File: src/rtl/muldiv_unit.sv
// muldiv_unit: iterative RV32M multiply/divide unit for the EX stage.
//
// A request is accepted in IDLE on start. The unit then runs N iterations in
// CALC, one per clock: radix-2 shift-add for multiplies, restoring
// shift-subtract for divides. In FIX it applies sign correction, the special
// cases, and output selection. The latency from start to done is always N+1
// edges, regardless of the operand values.
//
// Ports:
//   clk     system clock, rising edge
//   rst_n   asynchronous active-low reset
//   start   request strobe, sampled only in IDLE
//   flush   synchronous abort; returns to IDLE, result untouched
//   f3      M-extension funct3 (MUL, MULH, MULHSU, MULHU, DIV, DIVU, REM, REMU)
//   a       rs1 operand (multiplicand / dividend)
//   b       rs2 operand (multiplier / divisor)
//   busy    high while an operation is in progress (CALC and FIX)
//   done    one-cycle pulse, result valid
//   result  operation result, held until the next done
module muldiv_unit #(
  parameter int N = 32
) (
  input  logic         clk,
  input  logic         rst_n,
  input  logic         start,
  input  logic         flush,
  input  logic [2:0]   f3,
  input  logic [N-1:0] a,
  input  logic [N-1:0] b,
  output logic         busy,
  output logic         done,
  output logic [N-1:0] result
);

  localparam int CW = $clog2(N + 1);
  localparam logic [CW-1:0] LAST = CW'(N - 1);
  localparam logic [N-1:0]  MIN_NEG = {1'b1, {(N-1){1'b0}}};

  typedef enum logic [1:0] {IDLE, CALC, FIX} state_t;

  state_t state, state_nxt;

  // Two's-complement negate when n is set; used for magnitudes and sign fix.
  function automatic logic [N-1:0] fix_sign_w(input logic [N-1:0] v, input logic n);
    logic signed [N-1:0] s;
    s = v;
    return n ? -s : s;
  endfunction

  function automatic logic [2*N-1:0] fix_sign_dw(input logic [2*N-1:0] v, input logic n);
    logic signed [2*N-1:0] s;
    s = v;
    return n ? -s : s;
  endfunction

  // Latched request
  logic [2:0]     op;
  logic           neg_a, neg_b;
  logic           div_zero, div_ovf;
  logic [N-1:0]   a_lat;
  logic [N-1:0]   mag_a, mag_b;
  logic [CW-1:0]  count;

  // Iteration registers
  logic [2*N-1:0] prod;
  logic [N-1:0]   rem;
  logic [N-1:0]   quo;

  // Request decode on the incoming operands
  logic           accept;
  logic           a_signed_in, b_signed_in;
  logic           neg_a_in, neg_b_in;
  logic           div_zero_in, div_ovf_in;
  logic [N-1:0]   mag_a_in, mag_b_in;

  always_comb begin
    accept      = (state == IDLE) && start && !flush;
    a_signed_in = (f3 == 3'b001) || (f3 == 3'b010) || (f3 == 3'b100) || (f3 == 3'b110);
    b_signed_in = (f3 == 3'b001) || (f3 == 3'b100) || (f3 == 3'b110);
    neg_a_in    = a_signed_in && a[N-1];
    neg_b_in    = b_signed_in && b[N-1];
    mag_a_in    = fix_sign_w(a, neg_a_in);
    mag_b_in    = fix_sign_w(b, neg_b_in);
    div_zero_in = f3[2] && (b == '0);
    // Signed divide of the most negative value by -1 overflows the quotient.
    div_ovf_in  = ((f3 == 3'b100) || (f3 == 3'b110)) && (a == MIN_NEG) && (b == '1);
  end

  // One iteration step of each algorithm; both run every CALC cycle and the
  // op code selects which outcome is used in FIX.
  logic [N:0]     mul_sum;
  logic [N:0]     div_sh;
  logic           div_ge;
  logic [N-1:0]   div_diff;

  always_comb begin
    // Shift-add: add the multiplicand into the upper half when the current
    // multiplier bit (prod[0]) is set, then shift the whole product right.
    mul_sum  = {1'b0, prod[2*N-1:N]} + (prod[0] ? {1'b0, mag_a} : '0);
    // Restoring divide: bring the next dividend bit into the partial
    // remainder and subtract the divisor only if it fits.
    div_sh   = {rem, quo[N-1]};
    div_ge   = div_sh >= {1'b0, mag_b};
    div_diff = div_sh[N-1:0] - mag_b;
  end

  // Sign correction and output selection for FIX
  logic [2*N-1:0] prod_fix;
  logic [N-1:0]   quo_fix, rem_fix;
  logic [N-1:0]   res_fix;

  always_comb begin
    prod_fix = fix_sign_dw(prod, neg_a ^ neg_b);
    quo_fix  = fix_sign_w(quo, neg_a ^ neg_b);
    rem_fix  = fix_sign_w(rem, neg_a);
    res_fix  = '0;
    case (op)
      3'b000:                 res_fix = prod_fix[N-1:0];
      3'b001, 3'b010, 3'b011: res_fix = prod_fix[2*N-1:N];
      3'b100, 3'b101: begin
        if (div_zero)     res_fix = '1;
        else if (div_ovf) res_fix = MIN_NEG;
        else              res_fix = quo_fix;
      end
      default: begin
        if (div_zero)     res_fix = a_lat;
        else if (div_ovf) res_fix = '0;
        else              res_fix = rem_fix;
      end
    endcase
  end

  // State register
  always_ff @(posedge clk or negedge rst_n) begin
    if (!rst_n) state <= IDLE;
    else        state <= state_nxt;
  end

  // Next-state logic; flush wins over everything, including start.
  always_comb begin
    state_nxt = state;
    if (flush) begin
      state_nxt = IDLE;
    end else begin
      case (state)
        IDLE:    if (start) state_nxt = CALC;
        CALC:    if (count == LAST) state_nxt = FIX;
        FIX:     state_nxt = IDLE;
        default: state_nxt = IDLE;
      endcase
    end
  end

  // Output logic
  always_comb begin
    busy = (state != IDLE);
  end

  // Request latch and iteration datapath
  always_ff @(posedge clk or negedge rst_n) begin
    if (!rst_n) begin
      op       <= '0;
      neg_a    <= 1'b0;
      neg_b    <= 1'b0;
      div_zero <= 1'b0;
      div_ovf  <= 1'b0;
      a_lat    <= '0;
      mag_a    <= '0;
      mag_b    <= '0;
      count    <= '0;
      prod     <= '0;
      rem      <= '0;
      quo      <= '0;
    end else if (accept) begin
      op       <= f3;
      neg_a    <= neg_a_in;
      neg_b    <= neg_b_in;
      div_zero <= div_zero_in;
      div_ovf  <= div_ovf_in;
      a_lat    <= a;
      mag_a    <= mag_a_in;
      mag_b    <= mag_b_in;
      count    <= '0;
      prod     <= {{N{1'b0}}, mag_b_in};
      rem      <= '0;
      quo      <= mag_a_in;
    end else if (state == CALC && !flush) begin
      count    <= count + 1'b1;
      prod     <= {mul_sum, prod[N-1:1]};
      rem      <= div_ge ? div_diff : div_sh[N-1:0];
      quo      <= {quo[N-2:0], div_ge};
    end
  end

  // Result register and done pulse
  always_ff @(posedge clk or negedge rst_n) begin
    if (!rst_n) begin
      done   <= 1'b0;
      result <= '0;
    end else begin
      done <= (state == FIX) && !flush;
      if (state == FIX && !flush) result <= res_fix;
    end
  end

endmodule

File: config.mk
export PLATFORM = sky130hd
export DESIGN_NAME = muldiv_unit
export DESIGN_NICKNAME = d
export VERILOG_FILES = /design/src/rtl/muldiv_unit.sv
export SDC_FILE = /design/constraint.sdc
export NUM_CORES = 1
export LEC_CHECK = 0
export BUFFER_PORTS_ARGS = -buffer_cell sky130_fd_sc_hd__buf_2
export CAP_MARGIN = 20
export CORE_MARGIN = 3
export CORE_UTILIZATION = 50
export CTS_BUF_LIST = sky130_fd_sc_hd__clkbuf_4 sky130_fd_sc_hd__clkbuf_8
export DETAILED_ROUTE_END_ITERATION = 12
export HOLD_SLACK_MARGIN = 0.06
export PLACE_DENSITY = 0.67
export SETUP_SLACK_MARGIN = 0.02
export SLEW_MARGIN = 20
export SYNTH_ARGS = -nofsm -noshare
export SYNTH_HDL_FRONTEND = slang
export SYNTH_SLANG_ARGS = --single-unit
File: constraint.sdc
create_clock -name clk -period 4.5 [get_ports clk]
set_input_delay 1.125 -clock clk [delete_from_list [all_inputs] [get_ports clk]]
set_output_delay 1.125 -clock clk [all_outputs]
set_load 0.01 [all_outputs]
* After elaboration in Yosys (flattened, before gate mapping)
Cells that the tools add are included.
Cells by class: add/subtract/negate cells 8, multipliers 0, divide/modulo/power cells 0, $lt $le $gt $ge 1, equal/unequal tests 16, shift operators 0, muxes and demuxes 24, bitwise operators 1, reduce and logical (&&, ||, !) cells 24
Operator list (count):
- 2-to-1 mux 32 bit | 14
- 2-to-1 mux 64 bit | 3
- negator 32 bit | 4
- case mux 32 bit (3 select lines) | 1
- equality test 32 bit (second input constant) | 2
- negator 64 bit | 1
- adder 32 x 32 -> 33 bit | 1
- >= comparator 33 x 32 -> 1 bit | 1
- logical NOT 32 bit | 1
- subtractor 32 bit | 1
- equality test 3 bit (second input constant) | 4
- 2-to-1 mux 6 bit | 2
- equality test 3 x 2 -> 1 bit (second input constant) | 3
- logical AND 1 bit | 9
- adder 6 x 1 -> 6 bit (second input constant) | 1
- equality test 3 x 1 -> 1 bit (second input constant) | 2
- equality test 6 x 5 -> 1 bit (second input constant) | 1
- logical OR 1 bit | 6
- 2-to-1 mux 2 bit | 3
- inequality test 3 bit (second input constant) | 2
- case mux 2 bit (2 select lines) | 1
- nonzero test 2 bit | 2
- logical NOT 3 bit | 1
- OR reduction 3 bit | 1
- 7 further kinds | 7
Word-level totals: bits in registers 272, latch bits 0, RAM bits 0, ROM bits 0, input port bits 71, word-level logic and storage cells 89, memories kept 0

* Depth between registers and ports, before layout
word-level depth 7, depth in mapped cells 13, mapped depth without buffers 13

* Worst setup path before layout
No wires, ideal clock.
path kind in2reg, start point input b[5], end point register mag_b[28], setup time 0.137 ns, arrival time 3.126 ns, data required time 4.363 ns, setup slack 1.237 ns, stages on the path 9, path buffers 0, path through or4_1 > nor3_1 > nand2b_1 > nor3_1 > nand2_1 > nor3_1 > a31oi_1 > xnor2_1 > a21oi_1
Between the ends: longest elaborated chain between the ends 2
RTL lines:
- from (decl) | line 29 | input logic [N-1:0] b,
- negator 32 bit | line 47 | return n ? -s : s;
- 2-to-1 mux 32 bit | line 47
- to (signal assigned) | line 182 | mag_b <= mag_b_in;
- to (decl) | line 61 | logic [N-1:0] mag_a, mag_b;
No other way between the ends. A chain may end at the register's enable or synchronous reset.

* Worst setup path after layout
start point register quo[31], end point register rem[30]
Between the ends: longest elaborated chain between the ends 4, elaborated cells between the ends (all ways) 5, classes of those cells add/sub (1); order compare (1); mux (3)
RTL lines:
- from (decl) | line 67 | logic [N-1:0] quo;
- from (signal assigned) | line 186 | quo <= mag_a_in;
- from (signal assigned) | line 191 | quo <= {quo[N-2:0], div_ge};
- subtractor 32 bit / >= comparator 33 x 32 -> 1 bit (equally long branches) | line 104, 103
- 2-to-1 mux 32 bit (*) | line 190 | rem <= div_ge ? div_diff : div_sh[N-1:0];
- 2-to-1 mux 32 bit (*) | line 187 | end else if (state == CALC && !flush) begin
- 2-to-1 mux 32 bit (*) | line 174 | end else if (accept) begin
- to (signal assigned) | line 190
- to (decl) | line 66 | logic [N-1:0] rem;
Every way passes the cells marked *; elsewhere a longest branch is shown, timed or not. The select of a mux whose other input is x is not followed.

==> metrics.md <==
| Metric | Value |
|---|---|
| Outcome | finished clean |
| DRC violations left | 0 |
| Fin crit share | 83.9% |
| DP Cell Count | 2,866 |
| Crit path max fanout | 5 |
| Row cnt | 70 |
| Max-slew violation count | 0 |
| Post-layout util | between 50% and 60% |
| Post_cts resized | 0 |
| Setup crit start | quo[31]$_DFFE_PN0P_ |
| GP Congestion | roughly 1.0 |
| CP max stage delay | around 740 ps |
| Crit end category | register |
| Hold Path Cell Cnt | 1 |
| Most common cell after layout, fill and taps aside | nand2_1 |
| M3 GR Usage | 5.27% |
| Hold Path Class | register to register |
| RSZ-0062 raised after global routing | no |
| Power per cell area | 497 nW/um2 |
| Clock group share of total power | 27.0% |
| Switch Pwr | 4.39 mW |
| DR iter-0 viols | 1,995 |
| Sw frac | roughly 41% |
| Vias in the first global route | 17,600 |
| CP Class | register to register |
| DR vias/cell | a little over 6 |
| Layout area overhead | 11.9% |
| Die width | between 200 and 250 um |
| Via count | 18,400 |
| Synthesized Nets | 2,503 |
| YS warnings | 0 |
| Critical path's slowest cell | a2111oi_0 |
| Lkg Pwr | between 9 and 10 nW |
| Worst R2R End | rem[30]$_DFFE_PN0P_ |
| Clk sinks | ~270 |
| Buffer depth of the longest clock path | 3 |
| # setup viols final | 0 |
| Core Area | approximately 37,000 um2 |
| Worst-margin pin slew | about 1100 ps |
| Num CTS Buffers | 51 |
| Non-Filler Instances | 2,955 |
| FMAX | 265 MHz |
| Initial Utilization | around 51% |
| Worst skew pair latency | 640 ps |
| Post-Route WL | just under 70,000 um |
| Initial antenna violation count | 0 |
| 1st-pass router iterations | 9 |
| Post-synth EDFFs | 0 |
| Combinational share of power | 37.6% |
| Top delay family on crit path | compound AO/OA/AOI/OAI gates |
| Maximum VDD drop | 0.242 mV |
| Worst setup SP type | register |
| R2r setup slk | 720 ps |
| Nets | 2,559 |
| CP cell instances | inv_1 > ha_1 > inv_1 > fa_1 > a21oi_1 > o21ai_0 > a2111oi_0 > o31ai_1 > a41oi_1 > buf_4 > o31ai_1 > a221oi_1 > xor2_1 > o21ai_0 |
| Mapped Cells | roughly 2,400 |
| Seq cells post-synth | 271 |
| I/O Buffers | 104 |
| Clk_skew | 40.2 ps |
| Max Cap Viol | 0 |
| Cell internal pwr | 6.22 mW |
| Stages on worst setup path | 14 |
| CTS clk-pin slew, worst paths | 60 ps |
| Post-DP HPWL | around 50,000 um |
| Unique cell type count in the Yosys netlist | 72 |
| Final count of hold timing violations | 0 |
| Most frequent cells in the layout | 346 x nand2_1, 271 x dfrtp_1, 238 x a21oi_1 |
| Grt peak-use layer | met2 |
| First-pass GRT wire length | 104,000 um |
| Share of cells above drive strength 1 | 10.6% |
| Hold-fix buffer count after cts | 0 |
| Reg power frac | 35.4% |
| Total gr overflow | 0 |
| Slew margin rel. | 27.9% |
| H-tree level count | 2 |
| WL/cell | 22.8 um |
| R2R cell count | 14 |
| Met2 usage | 49.6% |
| Tot GR Track Use | between 30 and 40% |
| Hold path endpoint | state[1]$_DFFE_PN0P_ |
| Required time of the worst setup path | approximately 5000 ps |
| Largest net degree at the start of global routing | 224 |
| Yosys top cell area share | 35.6% |
| ANT nets after route | 0 |
| Avg Cell Area, Syn | 8.08 um2 |
| Hold_sp | count[5]$_DFFE_PN0P_ |
| Root Buffer | clkbuf_8 |
| Top area cells in the synthesized netlist | dfrtp_1 36%, nand2_1 6.8%, a21oi_1 6.2%, xnor2_1 5.8%, xor2_1 4.7% |
| CP Buf/Inv Count | 3 |
| Setup TNS | 0 ps |
| CTS tree | built |
| I/O Pins | 105 |
| Die area | 40,500 um2 |
| Die height | roughly 200 um |
| # fillers | around 3,500 |
| N_diodes | 0 |
| Worst endpoint data arrival time | 4260 ps |
| Post-CTS Setup Bufs | 0 |
| Tmin final | 3780 ps |
| Synth Flop Type | dfrtp_1 |
| Sequential share of the synthesized area | between 30% and 40% |
| Grt met1 use | 45.1% |
| Async SR Flop Fraction | 100% |
| Synth area leader | dfrtp_1 |
| Post-synthesis cell area | around 19,000 um2 |
| Worst r2r src | quo[31]$_DFFE_PN0P_ |
synth_stat cells, types with 10 or more instances:
master      n
a221oi_1   36
nor4_1     16
nand4_1    26
or4_1      13
nor2_1    200
clkbuf_1  137
mux2i_1    22
a21o_1     43
o22ai_1    10
a211oi_1   24
a31oi_1    18
inv_1      65
a21oi_1   238
and3_1     56
o41ai_1    18
o31ai_1    49
nor3_1     56
nand2b_1   24
ha_1       71
nand2_1   347
o21ai_0   179
and2_1     40
or3_1      15
xor2_1    103
xnor2_1   126
nand3_1    24
dfrtp_1   271
o21a_1     11
area by class of cell:
| cell class | count | area, um2 | share of cell area, % |
|---|---|---|---|
| sequential | 271 | 6780 | 31.8 |
| inverter | 66 | 248 | 1.16 |
| tap | 504 | 631 | 2.95 |
| clock inverter | 16 | 260 | 1.22 |
| multi-input combinational | 1883 | 11600 | 54.3 |
| clock buffer | 73 | 923 | 4.33 |
| timing repair buffer | 142 | 903 | 4.23 |
sequential cells by signal, summed over array words and instances, names as in the netlist:
| name | cells |
|---|---|
| mag_a | 31 |
| op | 3 |
| count | 6 |
| done | 1 |
| neg_b | 1 |
| a_lat | 32 |
| div_ovf | 1 |
| prod | 64 |
| quo | 32 |
| rem | 32 |
| state | 2 |
| neg_a | 1 |
| div_zero | 1 |
| result | 32 |
| mag_b | 32 |
logic make-up after synthesis:
kind of cell	Yosys count	share of synthesized area [%]
AND/OR/NAND/NOR	849	20.6
multiplexers	24	1.27
XOR/XNOR	229	10.5
buffers and inverters	205	4.04
adder cells (fa/ha/maj)	73	4.87
AO/OA/AOI/OAI	708	23.2
flip-flops	271	35.6
worst max-delay path by stage:
stage / end
6_report: rem[30]$_DFFE_PN0P_
5_1_grt: rem[30]$_DFFE_PN0P_
4_1_cts: rem[30]$_DFFE_PN0P_
3_5_place_dp: mag_b[28]$_DFFE_PN0P_
3_3_place_gp: mag_b[28]$_DFFE_PN0P_
2_1_floorplan: mag_b[28]$_DFFE_PN0P_
power groups by stage:
stage / clock (mW) / combinational (mW) / sequential, mW
floorplan: 0 / 2.93 / 3.37
global placement: 0 / 3.82 / 3.73
detailed placement: 0 / 3.89 / 3.74
CTS: 2.90 / 3.92 / 3.71
global route: 3.01 / 4.40 / 3.80
finish: 2.86 / 3.99 / 3.75
through the flow:
| step | instance area, um2 | hold WS (ps) | total power, mW | setup WS, ps |
|---|---|---|---|---|
| global placement | 20100 | 454 | 7.55 | 766 |
| finish | 21300 | 473 | 10.6 | 723 |
| detailed placement | 20100 | 464 | 7.63 | 718 |
| CTS | 21300 | 477 | 10.5 | 747 |
| floorplan | 19100 | 436 | 6.31 | 1240 |
| global route | 21300 | 509 | 11.2 | 352 |
metal layers:
layer	vias up	part of all wire [%]	routed length, um
met5	-	0	0
met4	0	5.5	3700
li1	8533	-	-
met3	155	7.5	5070
met2	829	44	29400
met1	8871	43	29000
Note: power is estimated with default switching activity, not from simulation.
